--- config.mk ---
export PLATFORM = sky130hd
export DESIGN_NAME = nn_result_fifo_port
export DESIGN_NICKNAME = d
export VERILOG_FILES = /design/src/rtl/nn_result_fifo_port.sv
export SDC_FILE = /design/constraint.sdc
export NUM_CORES = 1
export LEC_CHECK = 0
export CAP_MARGIN = 10
export CORE_MARGIN = 1.5
export CORE_UTILIZATION = 35
export DETAILED_ROUTE_END_ITERATION = 6
export GPL_TIMING_DRIVEN = 0
export PLACE_DENSITY = 0.56
export SYNTH_ARGS = -nofsm -noshare
export SYNTH_HDL_FRONTEND = slang
export SYNTH_SLANG_ARGS = --single-unit
--- constraint.sdc ---
create_clock -name clk -period 2.9 [get_ports clk]
set_input_delay 0.58 -clock clk [delete_from_list [all_inputs] [get_ports clk]]
set_output_delay 0.58 -clock clk [all_outputs]
set_load 0.02 [all_outputs]
--- src/rtl/nn_result_fifo_port.sv ---
`default_nettype none
// ============================================================================
// Module   : nn_result_fifo_port
// Purpose  : Small result FIFO between the MLP argmax stage and an HPS input
//            PIO. The head entry is presented as a registered, glitch-free
//            24-bit status word. The HPS pops an entry by toggling ack_tog.
// Ports    : clk, reset       - clock, asynchronous active-high reset
//            in_valid/in_ready- upstream result handshake (in_ready = !full)
//            in_class/in_score- winning class index and score
//            ack_tog          - pop request, one pop per level change
//            out_word         - {valid, ovf, level[2:0], seq[2:0], class, score}
//            out_irq          - high while the FIFO holds entries (registered)
// Revision : 1.0 - initial release
// ============================================================================
module nn_result_fifo_port #(
   parameter int DEPTH   = 4,
   parameter int CLASS_W = 4,
   parameter int SCORE_W = 12
) (
   input  logic               clk,
   input  logic               reset,
   input  logic               in_valid,
   output logic               in_ready,
   input  logic [CLASS_W-1:0] in_class,
   input  logic [SCORE_W-1:0] in_score,
   input  logic               ack_tog,
   output logic [23:0]        out_word,
   output logic               out_irq
);

   localparam int                 c_ptr_w      = (DEPTH > 1) ? $clog2(DEPTH) : 1;
   localparam int                 c_entry_w    = 3 + CLASS_W + SCORE_W;
   localparam logic [c_ptr_w-1:0] c_last_ptr   = c_ptr_w'(DEPTH - 1);
   localparam logic [2:0]         c_full_level = 3'(DEPTH);

   // Entry layout: {seq, class, score}
   logic [c_entry_w-1:0] r_mem [DEPTH];

   logic [c_ptr_w-1:0]   r_wr_ptr;
   logic [c_ptr_w-1:0]   r_rd_ptr;
   logic [2:0]           r_level;
   logic [2:0]           r_seq_cnt;
   logic                 r_ovf;
   logic                 r_ack_q;
   logic [23:0]          r_out_word;
   logic                 r_out_irq;

   logic                 w_full;
   logic                 w_empty;
   logic                 w_pop_req;
   logic                 w_push;
   logic                 w_pop;
   logic [c_entry_w-1:0] w_head;

   assign w_full    = (r_level == c_full_level);
   assign w_empty   = (r_level == 3'd0);
   assign in_ready  = !w_full;
   // Any level change on ack_tog is one pop request.
   assign w_pop_req = ack_tog ^ r_ack_q;
   assign w_push    = in_valid && !w_full;
   // A pop against an empty FIFO is dropped, even if a push lands this cycle.
   assign w_pop     = w_pop_req && !w_empty;
   assign w_head    = r_mem[r_rd_ptr];

   assign out_word  = r_out_word;
   assign out_irq   = r_out_irq;

   // Storage needs no reset: the level register masks stale contents.
   always_ff @(posedge clk) begin
      if (w_push) begin
         r_mem[r_wr_ptr] <= {r_seq_cnt, in_class, in_score};
      end
   end

   always_ff @(posedge clk or posedge reset) begin
      if (reset) begin
         r_wr_ptr  <= '0;
         r_rd_ptr  <= '0;
         r_level   <= 3'd0;
         r_seq_cnt <= 3'd0;
         r_ovf     <= 1'b0;
         r_ack_q   <= 1'b0;
      end else begin
         r_ack_q <= ack_tog;

         if (w_push) begin
            r_wr_ptr  <= (r_wr_ptr == c_last_ptr) ? '0 : r_wr_ptr + 1'b1;
            r_seq_cnt <= r_seq_cnt + 3'd1;
         end

         if (w_pop) begin
            r_rd_ptr <= (r_rd_ptr == c_last_ptr) ? '0 : r_rd_ptr + 1'b1;
         end

         case ({w_push, w_pop})
            2'b10:   r_level <= r_level + 3'd1;
            2'b01:   r_level <= r_level - 3'd1;
            default: r_level <= r_level;
         endcase

         // Sticky overflow: a dropped sample wins over a clearing pop.
         if (in_valid && w_full) begin
            r_ovf <= 1'b1;
         end else if (w_pop) begin
            r_ovf <= 1'b0;
         end
      end
   end

   // Status word is built from the registered FIFO state, so every change
   // shows up one edge after the push/pop that caused it, with no glitches.
   always_ff @(posedge clk or posedge reset) begin
      if (reset) begin
         r_out_word <= 24'h0;
         r_out_irq  <= 1'b0;
      end else begin
         r_out_word <= {!w_empty, r_ovf, r_level,
                        w_empty ? {c_entry_w{1'b0}} : w_head};
         r_out_irq  <= !w_empty;
      end
   end

endmodule
`default_nettype wire

---- Word-level counts from Yosys, hierarchy flattened ----
Memory sizes are Yosys's and may differ from the RTL's.
Cells that the tools add are included.
word-level totals
  bits in registers ....................... 37
  memories kept ........................... 1
  memory bits (writable) .................. 76
  output and inout bits ................... 26
  word-level logic and storage cells ...... 36
memories
  name   words  width  rd ports  clocked after Yosys merged registers in  wr ports  RTL line  source
  r_mem  4      19     1         0                                        1         37        logic [c_entry_w-1:0] r_mem [DEPTH];
operators by class
  add/subtract/negate cells ............... 5
  bitwise operators ....................... 1
  multiplexer cells ....................... 8
  reductions and logical operators ........ 8
  eq/ne operators ......................... 5
operators with widths
  operator                                              count
  2-to-1 mux 19 bit                                     1
  adder 3 x 1 -> 3 bit (second input constant)          2
  equality test 2 bit (second input constant)           3
  case mux 3 bit (2 select lines)                       1
  adder 2 x 1 -> 2 bit (second input constant)          2
  2-to-1 mux 1 bit                                      4
  2-to-1 mux 2 bit                                      2
  nonzero test 2 bit                                    2
  equality test 3 bit (second input constant)           1
  logical AND 1 bit                                     3
  logical NOT 3 bit                                     1
  subtractor 3 x 1 -> 3 bit (second input constant)     1
  equality test 2 x 1 -> 1 bit (second input constant)  1
  logical NOT 1 bit                                     2
  bitwise XOR 1 bit                                     1

---- Logic depth before layout (Yosys ltp) ----
Gate-level depths: netlist of the first run.
  depth in word-level cells ............... 5
  depth in mapped cells ................... 10
  gate-level depth less buffers ........... 9

---- Least setup slack after synthesis of the first run ----
Ideal clock, no wire load.
  kind .................................... register -> register
  start point ............................. reg r_level[0]
  end point ............................... reg r_level[2]
  arrival ................................. 2.126 ns
  setup slack ............................. 0.694 ns
  period minus slack after synthesis ...... 2.206 ns
  setup time .............................. 0.079 ns
  buffers on the path ..................... 1
  data required time ...................... 2.821 ns
  cell stages (with the launch flop) ...... 11
  cell sequence ........................... dfrtp_1 -> or3b_1 -> buf_6 -> and2_4 -> inv_1 -> ha_1 -> inv_1 -> fa_1 -> xor2_1 -> nor2_1 -> xor2_1
between the ends
  word-level cells in the longest chain between the ends .. 5
RTL lines
  item                                                                          RTL line  source
  start: declaration                                                            41        logic [2:0] r_level;
  start signal: assignment                                                      96        2'b10: r_level <= r_level + 3'd1;
  start signal: assignment                                                      97        2'b01: r_level <= r_level - 3'd1;
  start signal: assignment                                                      98        default: r_level <= r_level;
  equality test 3 bit (*)                                                       55        assign w_full = (r_level == c_full_level);
  logical NOT 1 bit (*)                                                         --
  named net in_ready                                                            23        output logic in_ready,
  logical AND 1 bit (*)                                                         60        assign w_push = in_valid && !w_full;
  equality test 2 x 1 -> 1 bit / equality test 2 bit (equally long branches)    95        case ({w_push, w_pop})
  case mux 3 bit (2 select lines) / nonzero test 2 bit (equally long branches)  --
The timed path passes the listed nets; every way through them passes the cells marked *.
A chain may end at the register's enable or synchronous reset.

---- Worst setup path in the final report of the first run ----
  start point ............................. reg r_level[0]
  end point ............................... out in_ready
between the ends
  word-level cells in the longest chain between the ends .. 2
RTL lines
  item                 RTL line  source
  equality test 3 bit  55
  logical NOT 1 bit    57        assign in_ready = !w_full;
  end: declaration     23
No other way between the ends.

==> out/results.ini, run 1 <==
[timing]
rsz0062_at_grt=no
setup_tns_ps=0
period_share=0.8271
drv_slew=0
max_freq_ghz=0.4169
setup_viol=0
finClkSkew_ps=6.323
final_hold_viol_count=0
worst_pin_slew_ps=796.7
period_needed_ps=2399
worst_slack_ps=501.3
fin_hold_ws_ps=372.8
slew_headroom=0.4681

[routing]
wl_met3_microns=230
wire_per_inst_microns=15.76
vias=1839
vias_per_cell=4.541
wirelength_microns=6382
drc=0
drt.antenna.violating_nets=0
drtPass1Iterations=4
drt_iter0_markers=48
wl_met1_microns=2789
wl_met2_microns=3201
top_layer=met4

[clock_network]
cts_tree=built
cts_buffer_depth=2
clockRootBuffer=clkbuf_16
cts_hold_buf=0
cts_buffers=9
cts_setup_buffers=0
cts_max_level=3
clk_pin_slew_worst_paths_ps=70
insertion_delay_ps=340
cts.sinks=112
cts-resized-gates=0

[worst_setup_path]
reg2reg_to=r_level[2]
max_stage_delay_ps=530
cp.required_ps=2320
worstPathMaxFanout=8
path_class=reg -> out
rrSetupSlack_ps=580
worstPathCellList=or3b_1, buf_6, clkdlybuf4s50_1
rr_worst_depth=10
crit_path_end=in_ready
slowest_stage=clkdlybuf4s50_1
startpoint=r_level[0]
start_kind=flop
cp.arrival_ps=1820
crit_path_end_kind=output port
r2r_start=r_level[0]

[power_and_ir_drop]
leakage_nw=1.841
report.power.total_mw=5.360
vdd_ir_drop_max_v=0.0005215
p_per_area_nw_per_um2=1060

[synth]
synth_top_family_by_area=multiplexers
ys_warn_count=0
syn_avg_cell_area_sq_um=20.57
synthesis.area_sq_um=4134
synth_area_leaders=edfxtp_1 (55%), dfrtp_1 (22%), mux4_2 (10%), nor2b_1 (2.9%), ha_1 (2.1%)
synth_top_area_share=0.5521
synth_fa_ha_area_frac=0.02603
synthesis.nets=229
synth_compound_area_frac=0.002421
yosysTopAreaCell=edfxtp_1
synthXorXnorAreaFrac=0.01271
yosys.area_share.simple=0.04691
synthDistinctLibCells=22
ys_seq_area_frac=0.7700
synthMuxAreaShare=0.1223
syn-instance-count=201
ys_seq_elements=112

[global_routing]
grt_max_degree=37
grt_usage=0.1117
grt_pass1_wl_microns=10270
antenna_found_initial=0
grt-ovfl-total=0
first_global_vias=1983

[floorplan]
core_area_sq_um=11470
die_area_sq_um=12470
start_util=0.3605
io_pins=46
die_x_microns=111.7
die_h_microns=111.7
core.rowCount=39

[placed_design]
pre_cts_slack_ps=333.2
numPortBuffers=45
dpl.hpwl_microns=3899
place.gp.congestion=0.6754

[flow_run]
max_cap_violations=0

[finish]
fillers=987
layout_common_cells=edfxtp_1 (76), clkdlybuf4s50_1 (45), dfrtp_1 (36), mux4_2 (19), nor2b_1 (19)
syn_to_final_growth_pct=22.31
n_antenna_cell=0
drive_gt1_frac=0.1870
final_common_cell=edfxtp_1
nets=285

[worst_hold_path]
min_from=r_ovf
hold_class=reg -> reg

[outcome]
status=finished, final reports clean

synth_stat cells (all sizes together):
cell / count
mux2i: 1
buf: 5
ha: 7
and2: 1
or3b: 1
nor3: 1
xor2: 3
nor2b: 19
clkbuf: 3
and3: 5
edfxtp: 76
o21ai: 2
dfrtp: 36
xnor2: 3
inv: 9
mux4: 19
mux2: 5
fa: 1
nor2: 4
worst min-delay path by stage:
| stage | to | slack [ps] | depth (start not counted) |
|---|---|---|---|
| global placement | out_word[22] | 360 | 0 |
| CTS | out_word[22] | 380 | 0 |
| detailed placement | out_word[22] | 370 | 0 |
| global route | out_word[22] | 400 | 0 |
| finish | out_word[22] | 370 | 0 |
| floorplan | out_word[22] | 350 | 0 |
cell families (layout without fill, tap and decap cells):
kind of cell | count (synthesis) | in the layout
AO/OA/AOI/OAI | 2 | 2
buffers and inverters | 17 | 78
XOR/XNOR | 6 | 6
flip-flops | 112 | 112
adder cells (fa/ha/maj) | 8 | 8
multiplexers | 25 | 25
AND/OR/NAND/NOR | 31 | 31
sequential cells by signal, summed over array words and instances (netlist names):
| signal | cells |
|---|---|
| r_mem | 76 |
| out_word | 23 |
| r_level | 3 |
| r_seq_cnt | 3 |
| r_rd_ptr | 2 |
| r_wr_ptr | 2 |
| out_irq | 1 |
| r_ack_q | 1 |
| r_ovf | 1 |
area by class of cell:
class / instances / area, sq um / area share
Tap cell: 143 / 178.9 / 0.03539
Timing Repair Buffer: 45 / 450.4 / 0.08909
Clock inverter: 4 / 46.29 / 0.009156
Inverter: 9 / 33.78 / 0.006682
Buffer: 8 / 47.55 / 0.009404
Clock buffer: 12 / 246.5 / 0.04875
Multi-Input combinational cell: 72 / 869.6 / 0.1720
Sequential cell: 112 / 3183 / 0.6295
power by group:
part	switching, mW	internal, mW
logic	0.843	0.897
clock network	0.514	0.689
registers	0.178	2.24
critical path: cells and delay by family, from the launching register on:
family,cells,cell delay [ps]
buffers and inverters,2,670
flip-flops,1,430
AND/OR/NAND/NOR,1,380
layer usage:
metal / global-route usage / vias to the layer above
met5: 0 / -
met4: 0.06582 / 0
met3: 0.02613 / 12
met2: 0.1825 / 35
met1: 0.1359 / 929
li1: - / 863
metrics by stage:
step,utilization,area (sq um),instances
2_1_floorplan,-,4134,201
3_3_place_gp,0.4154,4763,389
3_5_place_dp,0.4154,4763,389
4_1_cts,0.4409,5056,405
5_1_grt,0.4409,5056,405
6_report,0.4409,5056,405
No activity file was read; power rests on OpenSTA's default activity.
==> run 2: changes to the inputs <==
- clock period: 2.9 -> 2.22 ns (I/O delays scaled with it)
==> out/results.ini, run 2 (synthesis gave the netlist of run 1 again) <==
[outcome]
status=finished, final reports clean  ; unchanged

[finish]
regMostFlops=r_mem  ; unchanged
largest_register_ffs=76  ; unchanged
final_common_cell=edfxtp_1  ; unchanged
nets=291  ; was 285
layout_common_cells=edfxtp_1 (76), clkdlybuf4s50_1 (44), dfrtp_1 (36), mux4_2 (19), nor2b_1 (19)  ; was edfxtp_1 (76), clkdlybuf4s50_1 (45), dfrtp_1 (36), mux4_2 (19), nor2b_1 (19)
final_cell_area_sq_um=5122  ; was 5056 sq um
syn_to_final_growth_pct=23.91  ; was 22.31%
fillers=989  ; was 987
ff_latch_area_sq_um=3183  ; unchanged
fin_util=0.4467  ; was 0.4409
n_antenna_cell=0  ; unchanged
multi_input_area_sq_um=889.6  ; was 869.6 sq um
drive_gt1_frac=0.2201  ; was 0.1870

[placed_design]
dpl.hpwl_microns=3899  ; unchanged
numPortBuffers=45  ; unchanged
dpl_cell_area_sq_um=4763  ; unchanged
place.gp.congestion=0.6754  ; unchanged

[power_and_ir_drop]
switchingPower_mw=2.033  ; was 1.536 mW
internal-power_mw=5.066  ; was 3.824 mW
sw_frac_of_total=0.2864  ; was 0.2865
p_seq_frac=0.441  ; was 0.451
leakage_nw=1.868  ; was 1.841 nW
combPwrFrac=0.337  ; was 0.325
vdd_ir_drop_max_v=0.0006812  ; was 0.0005215 V
clkPwrFrac=0.221  ; was 0.225
p_per_area_nw_per_um2=1386  ; was 1060 nW/um^2

[worst_setup_path]
worstPathMaxFanout=4  ; was 8
rr_worst_depth=10  ; unchanged
cp.arrival_ps=2360  ; was 1820 ps
crit_path_end_kind=flop  ; was output port
reg2reg_to=r_level[2]  ; unchanged
start_kind=flop  ; unchanged
r2r_start=r_level[0]  ; unchanged
path_class=reg -> reg  ; was reg -> out
cp.required_ps=2490  ; was 2320 ps
rrSetupSlack_ps=130  ; was 580 ps

[routing]
wl_met1_microns=2792  ; was 2789 microns
drc=0  ; unchanged
wl_met3_microns=229  ; was 230 microns
wl_met2_microns=3253  ; was 3201 microns
drt_iter0_markers=44  ; was 48
drt.antenna.violating_nets=0  ; unchanged
vias_per_cell=4.513  ; was 4.541
top_layer=met4  ; unchanged
wire_per_inst_microns=15.64  ; was 15.76 microns
vias=1855  ; was 1,839
drtPass1Iterations=4  ; unchanged
wirelength_microns=6430  ; was 6382 microns

[clock_network]
clockRootBuffer=clkbuf_16  ; unchanged
insertion_delay_ps=340  ; about the same
cts_max_level=3  ; unchanged
cts_hold_buf=0  ; unchanged
cts.sinks=112  ; unchanged
cts_tree=built  ; unchanged
clk_pin_slew_worst_paths_ps=70  ; about the same
cts_buffer_depth=2  ; unchanged
cts_buffers=9  ; unchanged

[floorplan]
core.rowCount=39  ; unchanged
io_pins=46  ; unchanged
die_x_microns=111.7  ; unchanged
die_h_microns=111.7  ; unchanged
core_area_sq_um=11470  ; unchanged
start_util=0.3605  ; unchanged
die_area_sq_um=12470  ; unchanged

[timing]
worst_pin_slew_ps=797.5  ; was 796.7 ps
period_share=0.9434
slew_headroom=0.4676  ; was 0.4681
drv_slew=0  ; unchanged
period_needed_ps=2094
finClkSkew_ps=6.323  ; about the same
setup_tns_ps=0  ; unchanged
setup_viol=0  ; unchanged
final_hold_viol_count=0  ; unchanged
max_freq_ghz=0.4775

[global_routing]
grt_usage=0.1127  ; was 0.1117
grt-ovfl-total=0  ; unchanged
first_global_vias=2020  ; was 1,983
antenna_found_initial=0  ; unchanged
grt_max_degree=37  ; unchanged
grt_pass1_wl_microns=10360  ; was 10,270 microns

[worst_hold_path]
worstHoldEndpoint=out_word[22]  ; unchanged
min_from=r_ovf  ; unchanged
hold_class=reg -> reg  ; unchanged
holdPathStages=0  ; unchanged

[flow_run]
max_cap_violations=0  ; unchanged

==> run 2: cell types whose count changed in the layout (fill, tap and decap cells not counted), sizes merged <==
cell,previous run,this run
clkdlybuf4s50,45,44
dlygate4sd2,0,1
buf,5,11
==> run 2: per-stage QoR <==
step                      hold slack (ps)  setup slack [ps]  cells  power, mW
after CTS                           381.3             10.67    408      7.167
after floorplan                     347.8             14.40    201      4.662
after global routing                403.9            -6.373    411      7.514
after detailed placement            369.4            -210.8    389      5.536
after global placement              359.2            -201.0    389      5.503
final                               372.9             125.7    411      7.099
==> run 2: per-layer routing <==
layer  vias to the layer above  GRT usage
li1                        873          -
met1                       938     0.1370
met2                        33     0.1846
met3                        11    0.02613
met4                         0    0.06582
met5                         -          0
==> run 2: worst max-delay path: stages (launching register included) <==
cell and delay [ps]:
dfrtp_1 370, or3b_1 380, buf_6 140, and2_4 160, inv_4 60, ha_4 130, inv_1 50, fa_2 330
xor2_1 140, nor2_1 120, xor2_1 140
==> run 2: power groups by stage <==
| stage | Combinational, mW | Clock [mW] | Sequential [mW] |
|---|---|---|---|
| 4_1_cts | 2.41 | 1.61 | 3.14 |
| 5_1_grt | 2.61 | 1.70 | 3.20 |
| 3_3_place_gp | 2.31 | 0 | 3.19 |
| 3_5_place_dp | 2.33 | 0 | 3.21 |
| 6_report | 2.39 | 1.57 | 3.13 |
| 2_1_floorplan | 1.23 | 0 | 3.43 |
==> run 2: final cells by class <==
cell class / count / area share
Inverter: 9 / 0.007084
Timing Repair Buffer: 51 / 0.09648
Tap cell: 143 / 0.03493
Clock buffer: 12 / 0.04812
Clock inverter: 4 / 0.009038
Multi-Input combinational cell: 72 / 0.1737
Sequential cell: 112 / 0.6214
Buffer: 8 / 0.009282
==> run 2: timing repair <==
| action | in CTS | in global routing |
|---|---|---|
| gates resized for setup | 5 | 2 |
| pin swaps | 1 | 3 |
| setup endpoints to repair | 2 | 1 |
| buffers inserted | 3 | 3 |
==> run 2: worst max path at each step <==
stage / end / depth (start not counted) / from
floorplan: r_level[2] / 10 / r_level[0]
global placement: r_level[2] / 9 / ack_tog
detailed placement: r_level[2] / 9 / ack_tog
CTS: r_level[2] / 10 / r_level[1]
global route: r_level[2] / 10 / r_level[0]
finish: r_level[2] / 10 / r_level[0]
==> run 3: changes to the inputs <==
- GPL_TIMING_DRIVEN: 0 -> not set
==> out/results.ini, run 3 (synthesis gave the netlist of run 1 again) <==
[worst_setup_path]
cp.arrival_ps=2400  ; was 2360 ps
worstPathCellList=or3b_4, and2_4, inv_1, ha_1, inv_1, fa_1, xor2_1, nor2_1, xor2_1  ; was or3b_1, buf_6, and2_4, inv_4, ha_4, inv_1, fa_2, xor2_1, nor2_1, xor2_1
cp.required_ps=2490  ; about the same
worstPathMaxFanout=2  ; was 4
path_delay_family=simple AND/OR/NAND/NOR gates  ; unchanged
path_class=reg -> reg  ; unchanged
start_kind=flop  ; unchanged
max_stage_delay_ps=410  ; was 380 ps
slowest_stage=or3b_4  ; was or3b_1
path_buf_inv=2  ; was 3
crit_path_end_kind=flop  ; unchanged

[placed_design]
pre_cts_slack_ps=-80.93  ; was -210.8 ps
dpl_cell_area_sq_um=4913  ; was 4763 sq um
numPortBuffers=45  ; unchanged
dpl.hpwl_microns=4379  ; was 3899 microns
place.gp.congestion=0.7293  ; was 0.6754

[global_routing]
grt_max_degree=29  ; was 37
grt_pass1_wl_microns=11010  ; was 10,360 microns
first_global_vias=2044  ; was 2,020
grt-ovfl-total=0  ; unchanged
antenna_found_initial=0  ; unchanged
grt_usage=0.1209  ; was 0.1127

[flow_run]
max_cap_violations=0  ; unchanged

[floorplan]
die_x_microns=111.7  ; unchanged
start_util=0.3605  ; unchanged
die_area_sq_um=12470  ; unchanged
core.rowCount=39  ; unchanged
core_area_sq_um=11470  ; unchanged
io_pins=46  ; unchanged
die_h_microns=111.7  ; unchanged

[timing]
worst_slack_ps=92.05  ; was 125.7 ps
period_share=0.9585  ; was 0.9434
max_freq_ghz=0.4699  ; was 0.4775 GHz
slew_headroom=0.4787  ; was 0.4676
final_hold_viol_count=0  ; unchanged
worst_pin_slew_ps=782.0  ; was 797.5 ps
setup_viol=0  ; unchanged
period_needed_ps=2128  ; was 2094 ps
drv_slew=0  ; unchanged
fin_hold_ws_ps=374.0  ; was 372.9 ps
finClkSkew_ps=9.304  ; was 6.323 ps

[routing]
top_layer=met4  ; unchanged
wl_met2_microns=3651  ; was 3253 microns
wirelength_microns=6947  ; was 6430 microns
vias_per_cell=4.632  ; was 4.513
drt.antenna.violating_nets=0  ; unchanged
drc=0  ; unchanged
drt_iter0_markers=69  ; was 44
drtPass1Iterations=4  ; unchanged
wire_per_inst_microns=16.70  ; was 15.64 microns
wl_met1_microns=2860  ; was 2792 microns
vias=1927  ; was 1,855
wl_met3_microns=240  ; was 229 microns

[power_and_ir_drop]
p_per_area_nw_per_um2=1403  ; was 1386 nW/um^2
leakage_nw=1.939  ; was 1.868 nW
vdd_ir_drop_max_v=0.0006400  ; was 0.0006812 V

[clock_network]
cts_max_level=3  ; unchanged
clockRootBuffer=clkbuf_16  ; unchanged
cts_buffers=9  ; unchanged
cts_hold_buf=0  ; unchanged
cts_buffer_depth=2  ; unchanged
clk_pin_slew_worst_paths_ps=80  ; was 70 ps
insertion_delay_ps=350  ; was 340 ps
cts.sinks=112  ; unchanged
cts_tree=built  ; unchanged

[finish]
regMostFlops=r_mem  ; unchanged
final_cell_area_sq_um=5235  ; was 5122 sq um
largest_register_ffs=76  ; unchanged
fillers=982  ; was 989
layout_common_cells=edfxtp_1 (76), clkdlybuf4s50_1 (44), dfrtp_1 (36), mux4_2 (19), nor2b_1 (19)  ; unchanged
drive_gt1_frac=0.2418  ; was 0.2201
n_antenna_cell=0  ; unchanged
final_common_cell=edfxtp_1  ; unchanged
syn_to_final_growth_pct=26.63  ; was 23.91%
nets=296  ; was 291

[outcome]
status=finished, final reports clean  ; unchanged

[worst_hold_path]
hold_class=reg -> reg  ; unchanged

## run 3: cell types whose count changed in the layout (fill, tap and decap cells not counted), sizes merged
cell,previous run,this run
clkinvlp,1,0
clkbuf,15,10
inv,9,11
buf,11,19
bufinv,1,2
## run 3: worst paths after layout
check                      cells after the start  slack [ps]           end        from
min in group asynchronous                      3         480  out_word[19]       reset
setup reg to reg                               9          90    r_level[2]  r_level[1]
hold / removal                                 0         370  out_word[22]       r_ovf
max in group asynchronous                      4        1270       out_irq       reset
setup / recovery                               9          90    r_level[2]  r_level[1]
hold reg to reg                                0         370  out_word[22]       r_ovf
## run 3: timing repair
action | CTS | global route
resized for setup | 1 | 1
setup buffers | 0 | 0
endpoints found under the setup margin | 1 | 1
## run 3: where the power goes
group	internal, mW	switching, mW
Combinational	1.31	1.14
Sequential	2.92	0.267
Clock	0.997	0.713
Total	5.23	2.12
## run 3: area by class of cell
type	count	area [sq um]	area share
clock inverter	6	91.34	0.01745
clock buffer	10	229.0	0.04374
sequential	112	3183	0.6080
inverter	9	33.78	0.006453
timing repair buffer	64	641.9	0.1226
tap	143	178.9	0.03418
multi-input combinational	72	877.1	0.1675
## run 3: stage by stage
stage	setup TNS [ps]	instances	power [mW]	utilization
global placement	-31.16	400	5.694	0.4285
CTS	0	416	7.457	0.4563
floorplan	0	201	4.662	-
detailed placement	-80.93	400	5.736	0.4285
finish	0	416	7.344	0.4565
global route	-5.843	416	7.755	0.4565
## run 3: worst register-to-register path: stages (launching register included)
cell and delay [ps]:
dfrtp_1 390, or3b_4 410, and2_4 170, inv_1 70, ha_1 160, inv_1 60, fa_1 370, xor2_1 150
nor2_1 120, xor2_1 150
## run 3: per-layer routing
metal | GRT usage | up-vias
li1 | - | 888
met3 | 0.02831 | 15
met1 | 0.1424 | 987
met5 | 0 | -
met2 | 0.2028 | 37
met4 | 0.07089 | 0
==> patch 1 (settings of run 2) <==
The parameter `DEPTH` goes from 4 to 8.
--- a/src/rtl/nn_result_fifo_port.sv
+++ b/src/rtl/nn_result_fifo_port.sv
@@ -15,3 +15,3 @@
 module nn_result_fifo_port #(
-   parameter int DEPTH   = 4,
+   parameter int DEPTH   = 8,
    parameter int CLASS_W = 4,
Function: changed (Yosys sat finds a counterexample within 4 cycles, from zero or initial values and one cycle with reset high).
==> patch 1 against run 2 <==
Clock power grew 88%. Synthesized area grew 72%. Sequential cell count grew 78. Largest cell class unchanged. Final area grew 73%. Non-clock buffer count grew 25. Critical path type is now in -> reg. Sequential power grew 61%. Final cell count grew 67%. Setup slack lost 63 ps. Global-route usage grew 2.8 points. Maximum frequency shrank 2.9%. Power grew 66%. Routed wire length grew 120%.
==> patch 1: results (changes against run 2) <==
metric,value,unit,change
status,"complete, no violations",,unchanged
sequential share of the synthesized area,0.7765,,was 0.7700
library cells used by synthesis,30,,was 22
filler instances,1720,,was 989
CP Max Fanout,11,,was 4
gr usage total,0.1408,,was 0.1127
first-pass GRT wire length,21450,um,was 10360 um
Final Skew,9.376,ps,was 6.323 ps
Final HPWL DP,8886,um,was 3899 um
Synth area leaders,"edfxtp_1, dfrtp_1, mux4_2, mux4_1, a22o_1",,"was edfxtp_1, dfrtp_1, mux4_2, nor2b_1, ha_1"
max reg flops,152,,was 76
final wirelength,13970,um,was 6430 um
asr flop ratio synth,0.2000,,was 0.3214
"top cells by count, synth","edfxtp_1, dfrtp_1, mux4_2",,"was edfxtp_1, dfrtp_1, mux4_2, nor2b_1, inv_1"
wire length on met3,482,um,was 229 um
gpl congestion,0.6959,,was 0.6754
largest net degree at the start of global routing,24,,was 37
Synth Instances,318,,was 201
layout cell share with drive strength beyond 1,0.2476,,was 0.2201
Crit. Startpoint,in_valid,,was r_level[0]
R2R Path Start,r_level[2],,was r_level[0]
placed cell areas,0.008137,mm^2,was 0.004763 mm^2
Via Count,3343,,was 1855
internal power,8.230,mW,was 5.066 mW
clk_lat worst skew,430,ps,was 340 ps
DRT met1 WL,5916,um,was 2792 um
Max IR drop VDD,528.5,uV,was 681.2 uV
DR WL met2,7422,um,was 3253 um
Initial DRC Count,236,,was 44
Mapped Nets,345,,was 229
Post-synth EDFFs,152,,was 76
CP Capture Point,r_mem[3][12],,was r_level[2]
final core utilization,0.4505,,was 0.4467
patch 1: changes by cell type after synthesis, moves of 5 or more:
cell | run 2 | this run
a22o_1 | 0 | 19
and3_2 | 5 | 0
edfxtp_1 | 76 | 152
mux4_1 | 0 | 16
nand2_1 | 0 | 10
nor2b_1 | 19 | 1
patch 1: timing repair:
item	CTS	global route
hold endpoints to repair	0	0
buffers inserted	8	5
hold buffers	0	0
setup endpoints to repair	55	49
resized for setup	4	8
pin swaps	2	6
patch 1: worst max-delay path, cell delays in order:
cell,delay [ps]
clkdlybuf4s50_1,490
o31a_1,320
nand2_1,320
nor2_4,480
buf_8,220
patch 1: how the worst min path moves through the flow:
stage | from | to | slack [ps] | cells past startpoint
6_report | reset | out_word[16] | 340 | 2
4_1_cts | reset | out_word[9] | 350 | 2
5_1_grt | reset | out_word[9] | 380 | 2
2_1_floorplan | r_ovf | out_word[22] | 380 | 0
3_5_place_dp | r_ovf | out_word[22] | 400 | 0
3_3_place_gp | r_ovf | out_word[22] | 400 | 0
patch 1: through the flow:
stage	hold slack, ps	power [mW]	setup WS, ps
floorplan	375.0	7.331	-471.5
global placement	395.4	8.585	-2686
detailed placement	396.8	8.842	-694.4
CTS	354.2	11.88	5.139
global route	375.1	12.34	-24.37
finish	339.3	11.77	62.59
patch 1: logic make-up after synthesis:
| logic type | Yosys count | synth area share |
|---|---|---|
| AOI/OAI and AO/OA | 23 | 0.02713 |
| buffers and inverters | 20 | 0.01991 |
| adders and majority gates | 7 | 0.01339 |
| DFF | 190 | 0.7765 |
| xor gates and xnor gates | 6 | 0.007398 |
| and+or+nand+nor | 30 | 0.02061 |
| muxes | 42 | 0.1351 |
patch 1: cell type report:
class	instances	share of cell area
well taps	265	0.03745
repair buffers	71	0.08508
clock buffers	18	0.04960
inverters	6	0.002826
flip-flops and latches	190	0.6232
clock inverters	14	0.01569
plain buffers	13	0.01286
multi-input cells	108	0.1733
patch 1: metal layers:
metal,GRT usage,vias to the layer above
met1,0.1674,1780
met4,0.05561,0
li1,-,1482
met2,0.2462,70
met5,0,-
met3,0.03417,11
patch 1: power groups by stage:
stage / sequential [mW] / clock [mW] / combinational, mW
after floorplan: 5.28 / 0 / 2.05
after global placement: 5.08 / 0 / 3.50
after detailed placement: 5.11 / 0 / 3.73
after CTS: 5.04 / 3.03 / 3.81
after global routing: 5.13 / 3.17 / 4.04
final: 5.04 / 2.95 / 3.78
==> patch 2 (flow settings as in run 2) <==
Made on the original files. Remove the register `r_out_irq`: a continuous assignment takes its place, so the output `out_irq` follows one clock earlier.
--- a/src/rtl/nn_result_fifo_port.sv
+++ b/src/rtl/nn_result_fifo_port.sv
@@ -114,3 +114,2 @@
          r_out_word <= 24'h0;
-         r_out_irq  <= 1'b0;
       end else begin
@@ -118,5 +117,6 @@
                         w_empty ? {c_entry_w{1'b0}} : w_head};
-         r_out_irq  <= !w_empty;
       end
    end
+
+   assign r_out_irq = !w_empty;
 
Formal check against the unedited RTL: not equivalent (a bounded check fails within 4 cycles, from zero or initial values and one cycle with reset high).
==> patch 2 against run 2 <==
Final area is essentially flat. Synthesized area shrank 0.18%. Routed wire length grew 5.8%. Setup slack lost 30 ps. Sequential cell count is the same. Power shrank 0.19%. First-iteration DRC count grew 18%. Die area shrank 0.18%. Worst hold slack is essentially flat. Clock power shrank 4%. Maximum frequency shrank 1.4%. Global-route usage grew 0.85 points. Largest cell class unchanged. Highest routed layer unchanged.
==> patch 2: results (changes against run 2) <==
metric,value,unit,change
status,"complete, no violations",,unchanged
DRT met1 WL,2998,um,was 2792 um
gr usage total,0.1212,,was 0.1127
Synth area leaders,"edfxtp_1, dfrtp_1, mux4_2, nor2b_1, ha_1",,unchanged
wire length on met3,224,um,was 229 um
num sequential,112,,unchanged
R2R Path Start,r_level[1],,was r_level[0]
Final Skew,7.739,ps,was 6.323 ps
routing usage on met1,0.1614,,was 0.1370
sequential share of the synthesized area,0.7714,,was 0.7700
layout cell share with drive strength beyond 1,0.2406,,was 0.2201
CP Max Fanout,8,,was 4
Post CTS Setup Buffer Count,5,,was 3
Global Route met3 Usage,0.03321,,was 0.02613
"Buffers, non-clock",57,,was 59
"non-filler cells, final",409,,was 411
arrival time at the worst endpoint,2380,ps,was 2360 ps
Mapped Nets,228,,was 229
number of clock buffers in the layout,10,,was 12
vias in the first global route,2044,,was 2020
Final HPWL DP,3976,um,was 3899 um
first-pass GRT wire length,11220,um,was 10360 um
internal power,4.966,mW,was 5.066 mW
Worst R2R Setup Slack,100,ps,was 130 ps
PostCTS Resize Cnt,13,,was 5
Max IR drop VDD,667.7,uV,was 681.2 uV
Signal buf overhead,0.1051,,was 0.1058
Synth Instances,200,,was 201
final wirelength,6802,um,was 6430 um
Crit. Startpoint,r_level[1],,was r_level[0]
Final Cell Area,0.005117,mm^2,was 0.005122 mm^2
Clock buf/inv share,0.05526,,was 0.05716
GRT met2 Usage,0.1894,,was 0.1846
fraction of area in multi-input gates,0.1751,,was 0.1737
fin nets,289,,was 291
Via density,4.565,,was 4.513
actual slew at the worst max-slew pin,806.7,ps,was 797.5 ps
storage element area,0.003186,mm^2,was 0.003183 mm^2
placed cell areas,0.004756,mm^2,was 0.004763 mm^2
==> patch 2: power groups by stage <==
stage | registers (mW) | clock network [mW] | logic, mW
after global routing | 3.22 | 1.65 | 2.65
after detailed placement | 3.21 | 0 | 2.34
after global placement | 3.20 | 0 | 2.32
after CTS | 3.15 | 1.56 | 2.48
after floorplan | 3.43 | 0 | 1.23
final | 3.14 | 1.51 | 2.43
==> patch 2: cells by family (layout without fill, tap and decap cells) <==
group	after synthesis	in the layout	synth area share
flops	112	112	0.7714
simple gates	31	31	0.04700
mux	25	25	0.1225
buf+inv	16	82	0.01789
fa+ha+maj	8	8	0.02608
xor+xnor	6	6	0.01274
compound gates	2	2	0.002426
==> patch 2: through the flow <==
stage	setup WS [ps]	setup TNS [ps]
after global routing	-15.00	-15.00
after floorplan	14.40	0
after CTS	12.83	0
final	96.07	0
after detailed placement	-238.8	-455.1
after global placement	-197.6	-517.0
